===== src/rtl/lcd_arb_pkg.sv =====
// Shared definitions for the LCD access arbiter.
//   - Default values for the requester count, display word width and
//     acceptance timeout.
//   - State encoding of the arbiter FSM.
//   - ptr_width(): width of a requester index, never less than one bit.
package lcd_arb_pkg;

    localparam int LCD_NREQ_DEF        = 4;
    localparam int LCD_DATA_W_DEF      = 16;
    localparam int LCD_ACC_TIMEOUT_DEF = 8;

    typedef enum logic [1:0] {
        ST_IDLE        = 2'd0,
        ST_WAIT_ACCEPT = 2'd1,
        ST_WAIT_DONE   = 2'd2,
        ST_DONE        = 2'd3
    } arb_state_e;

    function automatic int ptr_width(input int n);
        return (n > 1) ? $clog2(n) : 1;
    endfunction

endpackage


===== src/rtl/rr_priority_pick.sv =====
// Round-robin winner selection (purely combinational).
// Searches the request vector starting at rr_ptr and moving upward with
// wrap-around. The first requester found wins.
// Ports:
//   req        in  NREQ   request vector
//   rr_ptr     in  PTR_W  index the search starts from
//   grant_next out NREQ   one-hot winner, zero when req is zero
module rr_priority_pick
    import lcd_arb_pkg::*;
#(
    parameter int NREQ  = LCD_NREQ_DEF,
    parameter int PTR_W = ptr_width(NREQ)
) (
    input  logic [NREQ-1:0]  req,
    input  logic [PTR_W-1:0] rr_ptr,
    output logic [NREQ-1:0]  grant_next
);

    logic             found;
    logic [PTR_W-1:0] idx;

    always_comb begin
        grant_next = '0;
        found      = 1'b0;
        idx        = '0;
        for (int k = 0; k < NREQ; k++) begin
            idx = PTR_W'((int'(rr_ptr) + k) % NREQ);
            if (!found && req[idx]) begin
                grant_next[idx] = 1'b1;
                found           = 1'b1;
            end
        end
    end

endmodule


===== src/rtl/lcd_arbiter.sv =====
// Arbiter that shares one LCD driver among NREQ requesters.
//
// When the arbiter is idle, it picks a requester in round-robin order. It
// latches that requester's display word and pulses lcd_start. It then waits
// for the driver to accept the transfer (lcd_busy rising) and to finish it
// (lcd_busy falling). Finally it acks the requester for one cycle. If the
// driver never raises lcd_busy within ACC_TIMEOUT cycles, the transfer ends
// with ack and err pulsed together.
//
// All outputs come straight from flops.
//
// Ports:
//   clk          in   clock, rising edge
//   reset        in   asynchronous active-high reset
//   req          in   NREQ         level requests, held until ack
//   req_data     in   NREQ*DATA_W  word per requester, slice i = [i*DATA_W +: DATA_W]
//   grant        out  NREQ         one-hot requester being served, 0 when idle
//   ack          out  NREQ         one-cycle completion pulse
//   err          out               one-cycle timeout flag, coincident with ack
//   lcd_start    out               one-cycle start pulse to the LCD driver
//   lcd_data_in  out  DATA_W       latched word for the LCD driver
//   lcd_busy     in                busy flag from the LCD driver
//   arb_busy     out               high whenever the FSM is not idle
module lcd_arbiter
    import lcd_arb_pkg::*;
#(
    parameter int NREQ        = LCD_NREQ_DEF,
    parameter int DATA_W      = LCD_DATA_W_DEF,
    parameter int ACC_TIMEOUT = LCD_ACC_TIMEOUT_DEF
) (
    input  logic                     clk,
    input  logic                     reset,
    input  logic [NREQ-1:0]          req,
    input  logic [NREQ*DATA_W-1:0]   req_data,
    output logic [NREQ-1:0]          grant,
    output logic [NREQ-1:0]          ack,
    output logic                     err,
    output logic                     lcd_start,
    output logic [DATA_W-1:0]        lcd_data_in,
    input  logic                     lcd_busy,
    output logic                     arb_busy
);

    localparam int PTR_W = ptr_width(NREQ);
    localparam int CNT_W = $clog2(ACC_TIMEOUT + 1);

    localparam logic [CNT_W-1:0] CNT_LAST = CNT_W'(ACC_TIMEOUT - 1);
    localparam logic [PTR_W-1:0] PTR_LAST = PTR_W'(NREQ - 1);

    arb_state_e          state_q;
    logic [PTR_W-1:0]    rr_ptr_q;
    logic [CNT_W-1:0]    cnt_q;
    logic [PTR_W-1:0]    idx_q;
    logic [NREQ-1:0]     grant_q;
    logic [NREQ-1:0]     ack_q;
    logic                err_q;
    logic                start_q;
    logic [DATA_W-1:0]   data_q;
    logic                busy_q;

    logic [NREQ-1:0]     grant_next_d;
    logic [PTR_W-1:0]    win_idx_d;
    logic [DATA_W-1:0]   win_data_d;
    logic [PTR_W-1:0]    ptr_next_d;

    rr_priority_pick #(
        .NREQ  (NREQ),
        .PTR_W (PTR_W)
    ) u_pick (
        .req        (req),
        .rr_ptr     (rr_ptr_q),
        .grant_next (grant_next_d)
    );

    // Index of the one-hot winner. It is needed to select the data slice and
    // to advance the round-robin pointer.
    always_comb begin
        win_idx_d = '0;
        for (int k = 0; k < NREQ; k++) begin
            if (grant_next_d[k]) begin
                win_idx_d = PTR_W'(k);
            end
        end
    end

    assign win_data_d = req_data[int'(win_idx_d)*DATA_W +: DATA_W];
    assign ptr_next_d = (idx_q == PTR_LAST) ? '0 : idx_q + 1'b1;

    // Pulse outputs (lcd_start, ack, err) default low every edge, so each
    // one lasts exactly one cycle. grant stays set through DONE so that it
    // lines up with ack, and it drops as the FSM returns to IDLE.
    always_ff @(posedge clk or posedge reset) begin
        if (reset) begin
            state_q  <= ST_IDLE;
            rr_ptr_q <= '0;
            cnt_q    <= '0;
            idx_q    <= '0;
            grant_q  <= '0;
            ack_q    <= '0;
            err_q    <= 1'b0;
            start_q  <= 1'b0;
            data_q   <= '0;
            busy_q   <= 1'b0;
        end else begin
            start_q <= 1'b0;
            ack_q   <= '0;
            err_q   <= 1'b0;
            case (state_q)
                ST_IDLE: begin
                    if (|req) begin
                        grant_q <= grant_next_d;
                        idx_q   <= win_idx_d;
                        data_q  <= win_data_d;
                        start_q <= 1'b1;
                        cnt_q   <= '0;
                        busy_q  <= 1'b1;
                        state_q <= ST_WAIT_ACCEPT;
                    end
                end
                ST_WAIT_ACCEPT: begin
                    // Acceptance takes priority, even on the last counted cycle.
                    if (lcd_busy) begin
                        state_q <= ST_WAIT_DONE;
                    end else if (cnt_q == CNT_LAST) begin
                        ack_q   <= grant_q;
                        err_q   <= 1'b1;
                        state_q <= ST_DONE;
                    end else begin
                        cnt_q <= cnt_q + 1'b1;
                    end
                end
                ST_WAIT_DONE: begin
                    if (!lcd_busy) begin
                        ack_q   <= grant_q;
                        state_q <= ST_DONE;
                    end
                end
                ST_DONE: begin
                    grant_q  <= '0;
                    rr_ptr_q <= ptr_next_d;
                    busy_q   <= 1'b0;
                    state_q  <= ST_IDLE;
                end
                default: begin
                    state_q <= ST_IDLE;
                end
            endcase
        end
    end

    assign grant       = grant_q;
    assign ack         = ack_q;
    assign err         = err_q;
    assign lcd_start   = start_q;
    assign lcd_data_in = data_q;
    assign arb_busy    = busy_q;

endmodule


===== config.mk =====
export PLATFORM = sky130hd
export DESIGN_NAME = lcd_arbiter
export DESIGN_NICKNAME = d
export VERILOG_FILES = /design/src/rtl/lcd_arb_pkg.sv /design/src/rtl/rr_priority_pick.sv /design/src/rtl/lcd_arbiter.sv
export SDC_FILE = /design/constraint.sdc
export NUM_CORES = 1
export LEC_CHECK = 0
export ABC_AREA = 1
export CAP_MARGIN = 20
export CORE_UTILIZATION = 35
export DETAILED_ROUTE_END_ITERATION = 10
export HOLD_SLACK_MARGIN = 0.02
export PLACE_DENSITY_LB_ADDON = 0.3
export SETUP_SLACK_MARGIN = 0.1
export SLEW_MARGIN = 5
export SYNTH_ARGS = -nofsm -noshare
export SYNTH_HDL_FRONTEND = slang
export SYNTH_SLANG_ARGS = --single-unit

===== constraint.sdc =====
create_clock -name clk -period 2.65 [get_ports clk]
set_input_delay 0.53 -clock clk [delete_from_list [all_inputs] [get_ports clk]]
set_output_delay 0.53 -clock clk [all_outputs]
set_load 0.005 [all_outputs]

==> impl_metrics.ini, run 1 <==
[route]
wl_per_cell_um = 11.9
drt.antenna.violating_nets = 0
drt_iter0_markers = 114
drt_pass1_iterations = 4
viasPerCell = 4.61
num_vias = 2933
drt-total-wl_um = 7590
drc = 0

[clock_network]
path_clk_slew_ns = 0.07
cts_hold_buf = 0
clock_path_buffers = 2
clockRootBuffer = clkbuf_8
cts_tree = done
cts_buffers = 5
cts_sinks = 37
clock_latency_ns = 0.29
h-tree-depth = 2

[power]
power_w = 0.00508
ir_drop_mv = 0.889
power_leakage_nw = 2.08
power_density_mw_per_mm2 = 1260

[timing]
finalCritPeriodShare_pct = 87.1
rsz0062_at_grt = no
slew_headroom_pct = 62.8
setup_viol = 0
fmax_mhz = 433
hold_ws_ns = 0.500
hold_viol = 0
tns_ns = 0
min_period_ns = 2.31
slew_viol_final = 0
tightest_slew_ns = 0.557
fin_skew_ns = 0.00701

[worst_setup_path]
r2r-start = rr_ptr_q[1]
critical_path_class = in2reg
cp_data_required_time_ns = 2.88
endpoint_kind = flip-flop
reg2reg_to = lcd_data_in[14]
cp-startpoint = req[0]
endpoint = lcd_data_in[14]
cp_max_fo = 10
cp-start-kind = primary input
arrival_ns = 2.54
reg2reg_slack_ns = 0.35
r2r_cells = 17

[cells_and_area]
fillers = 770
stdcell_count = 636
diodes = 0
layout-drive-gt1-share_pct = 7.49
final_nets = 617
syn_to_final_growth_pct = 45.1

[synthesis]
avgSynthCellArea_sq_um = 6.49
synth.top_cell.area_share_pct = 33.3
synth_top_family_by_area = simple AND/OR/NAND/NOR gates
synthSimpleGateAreaFrac_pct = 41.9
yosys_warnings = 0
synth_seq_cells = 37
post_synth_fa_ha_maj_area_fraction_pct = 5.86
synth_area_leaders = dfrtp_1 33%, nand2_1 20%, inv_1 8.6%, nor2_1 8.5%, ha_1 5.9%
synth.distinct_cells = 27
synth_compound_area_share_pct = 6.13
yosysMostFrequentCell = nand2_1
synth_edf_count = 0
synth_area_sq_mm = 0.00278
syn-num-nets = 512
synthFlopType = dfrtp_1
muxShareOfSynthArea_pct = 0
syn_inst = 428
yosysSeqAreaShare_pct = 33.3
synth_top_cell_by_area = dfrtp_1
synth_xor_area_share_pct = 0.315
synth_common_cells = 149 x nand2_1, 64 x inv_1, 63 x nor2_1
async_reset_ff_share_pct = 100

[global_routing]
grt_first_pass_wirelength_um = 12400
grt_use_met3_pct = 2.26
overflow = 0
grt_pass1_vias = 2744
grt_max_degree = 38
antenna_found_initial = 0
met2_usage_pct = 31.3
grt_use_total_pct = 18.6
grt_util_met1_pct = 24.2
gr-max-usage-layer = met2

[die]
initial_utilization_pct = 36.1
die_area_sq_mm = 0.00830
ioPinCount = 98
die-width_um = 91.1
std_cell_rows = 32
core_sq_mm = 0.00769
die_y_um = 91.1

[placed_design]
dp.cells = 627
port_buffers = 97
place.gp.congestion = 0.837
hpwl_um = 5550

[status]
status = finished clean

[hold_path]
hold_path_class = reg2reg

[flow_run]
maxCapViolCount = 0
placed cells by master (no fill, tap or decap):
cell | netlist | final
a21oi_1 | 17 | 17
buf_4 | 2 | 11
buf_6 | 3 | 1
bufinv_16 | 0 | 1
clkbuf_1 | 4 | 1
clkbuf_8 | 0 | 6
clkdlybuf4s50_1 | 0 | 97
clkinv_1 | 2 | 2
dfrtp_1 | 37 | 37
ha_1 | 13 | 13
inv_1 | 64 | 63
inv_2 | 5 | 6
nand2_1 | 149 | 149
nand2_2 | 2 | 2
nand2_4 | 4 | 3
nand2_8 | 1 | 2
nand3_1 | 21 | 21
nand3_2 | 1 | 1
nand3b_4 | 1 | 1
nand4_1 | 12 | 12
nor2_1 | 63 | 62
nor2_2 | 0 | 1
nor2_4 | 2 | 3
nor2_8 | 2 | 2
nor3_1 | 1 | 1
nor3b_1 | 1 | 1
nor4_1 | 1 | 1
o21ai_0 | 12 | 12
o22ai_1 | 4 | 4
xor2_1 | 1 | 1
critical path, stage by stage:
cell and delay (ns):
clkdlybuf4s50_1 0.52, nand2_1 0.09, nand3_1 0.08, nand2_1 0.11
nand2_1 0.13, nor2_4 0.05, nand2_1 0.09, inv_2 0.07
nor2_8 0.24, buf_4 0.23, nor2_1 0.05, nor2_1 0.08
nand2_1 0.06, nand2_1 0.07, nand2_1 0.05, nand2_1 0.08
worst min-delay path by stage:
stage / from / end / slack (ns) / cells after the start
after global routing: lcd_data_in[14] / lcd_data_in[14] / 0.54 / 2
after global placement: lcd_data_in[2] / lcd_data_in[2] / 0.47 / 2
after floorplan: idx_q[1] / idx_q[1] / 0.46 / 2
final: lcd_data_in[2] / lcd_data_in[2] / 0.50 / 2
after CTS: idx_q[1] / idx_q[1] / 0.50 / 2
after detailed placement: idx_q[1] / idx_q[1] / 0.49 / 2
stage by stage:
stage | setup WS [ns] | instance area [sq um] | utilization [%]
finish | 0.341 | 4030 | 52.4
global route | 0.0975 | 4030 | 52.4
CTS | 0.192 | 4010 | 52.2
detailed placement | -0.127 | 3890 | 50.7
global placement | -0.0780 | 3890 | 50.7
floorplan | 0.465 | 2780 | -
layout make-up:
cell class                 instances  area [sq um]  share of cell area [%]
clock buffer                       7          86.3                    2.14
clock inverter                     1          30.0                   0.745
inverter                          71           267                    6.61
multi-input combinational        309          1530                    37.9
sequential                        37           926                    23.0
tap                              102           128                    3.17
timing repair buffer             109          1060                    26.4
timing repair:
| item | 4_1_cts | 5_1_grt |
|---|---|---|
| gates resized for setup | 0 | 3 |
| endpoints found under the setup margin | 0 | 21 |
| buffers inserted | 0 | 0 |
| endpoints found under the hold margin | 0 | 0 |
layer usage:
layer,part of all wire [%],vias to the layer above,wire length (um)
met5,0,-,0
li1,-,1515,-
met4,2.5,0,189
met3,4.3,14,327
met2,47,83,3560
met1,46,1321,3510
flip-flops by register name, summed over array words and instances (netlist names):
register     count
lcd_data_in     16
ack              4
cnt_q            4
grant            4
idx_q            2
rr_ptr_q         2
state_q          2
arb_busy         1
err              1
lcd_start        1
cells by family (layout without fill, tap and decap cells):
group | after synthesis | count (layout)
compound gates | 33 | 33
xor+xnor | 1 | 1
fa+ha+maj | 13 | 13
buf+inv | 83 | 188
flops | 37 | 37
simple gates | 261 | 262
where the power goes:
| group | internal [W] | total (W) | switching [W] | leakage (nW) |
|---|---|---|---|---|
| Clock | 0.000307 | 0.000508 | 0.000201 | 0.0585 |
| Sequential | 0.000795 | 0.000935 | 0.000140 | 0.461 |
| Combinational | 0.00141 | 0.00363 | 0.00222 | 1.56 |
Power figures use the tool's default switching activity.
==> run 2: changes to the inputs <==
- ABC_CLOCK_PERIOD_IN_PS: not set -> 2650
==> results of run 2 <==
The final DEF is identical to that of run 1; final timing and power are the same.
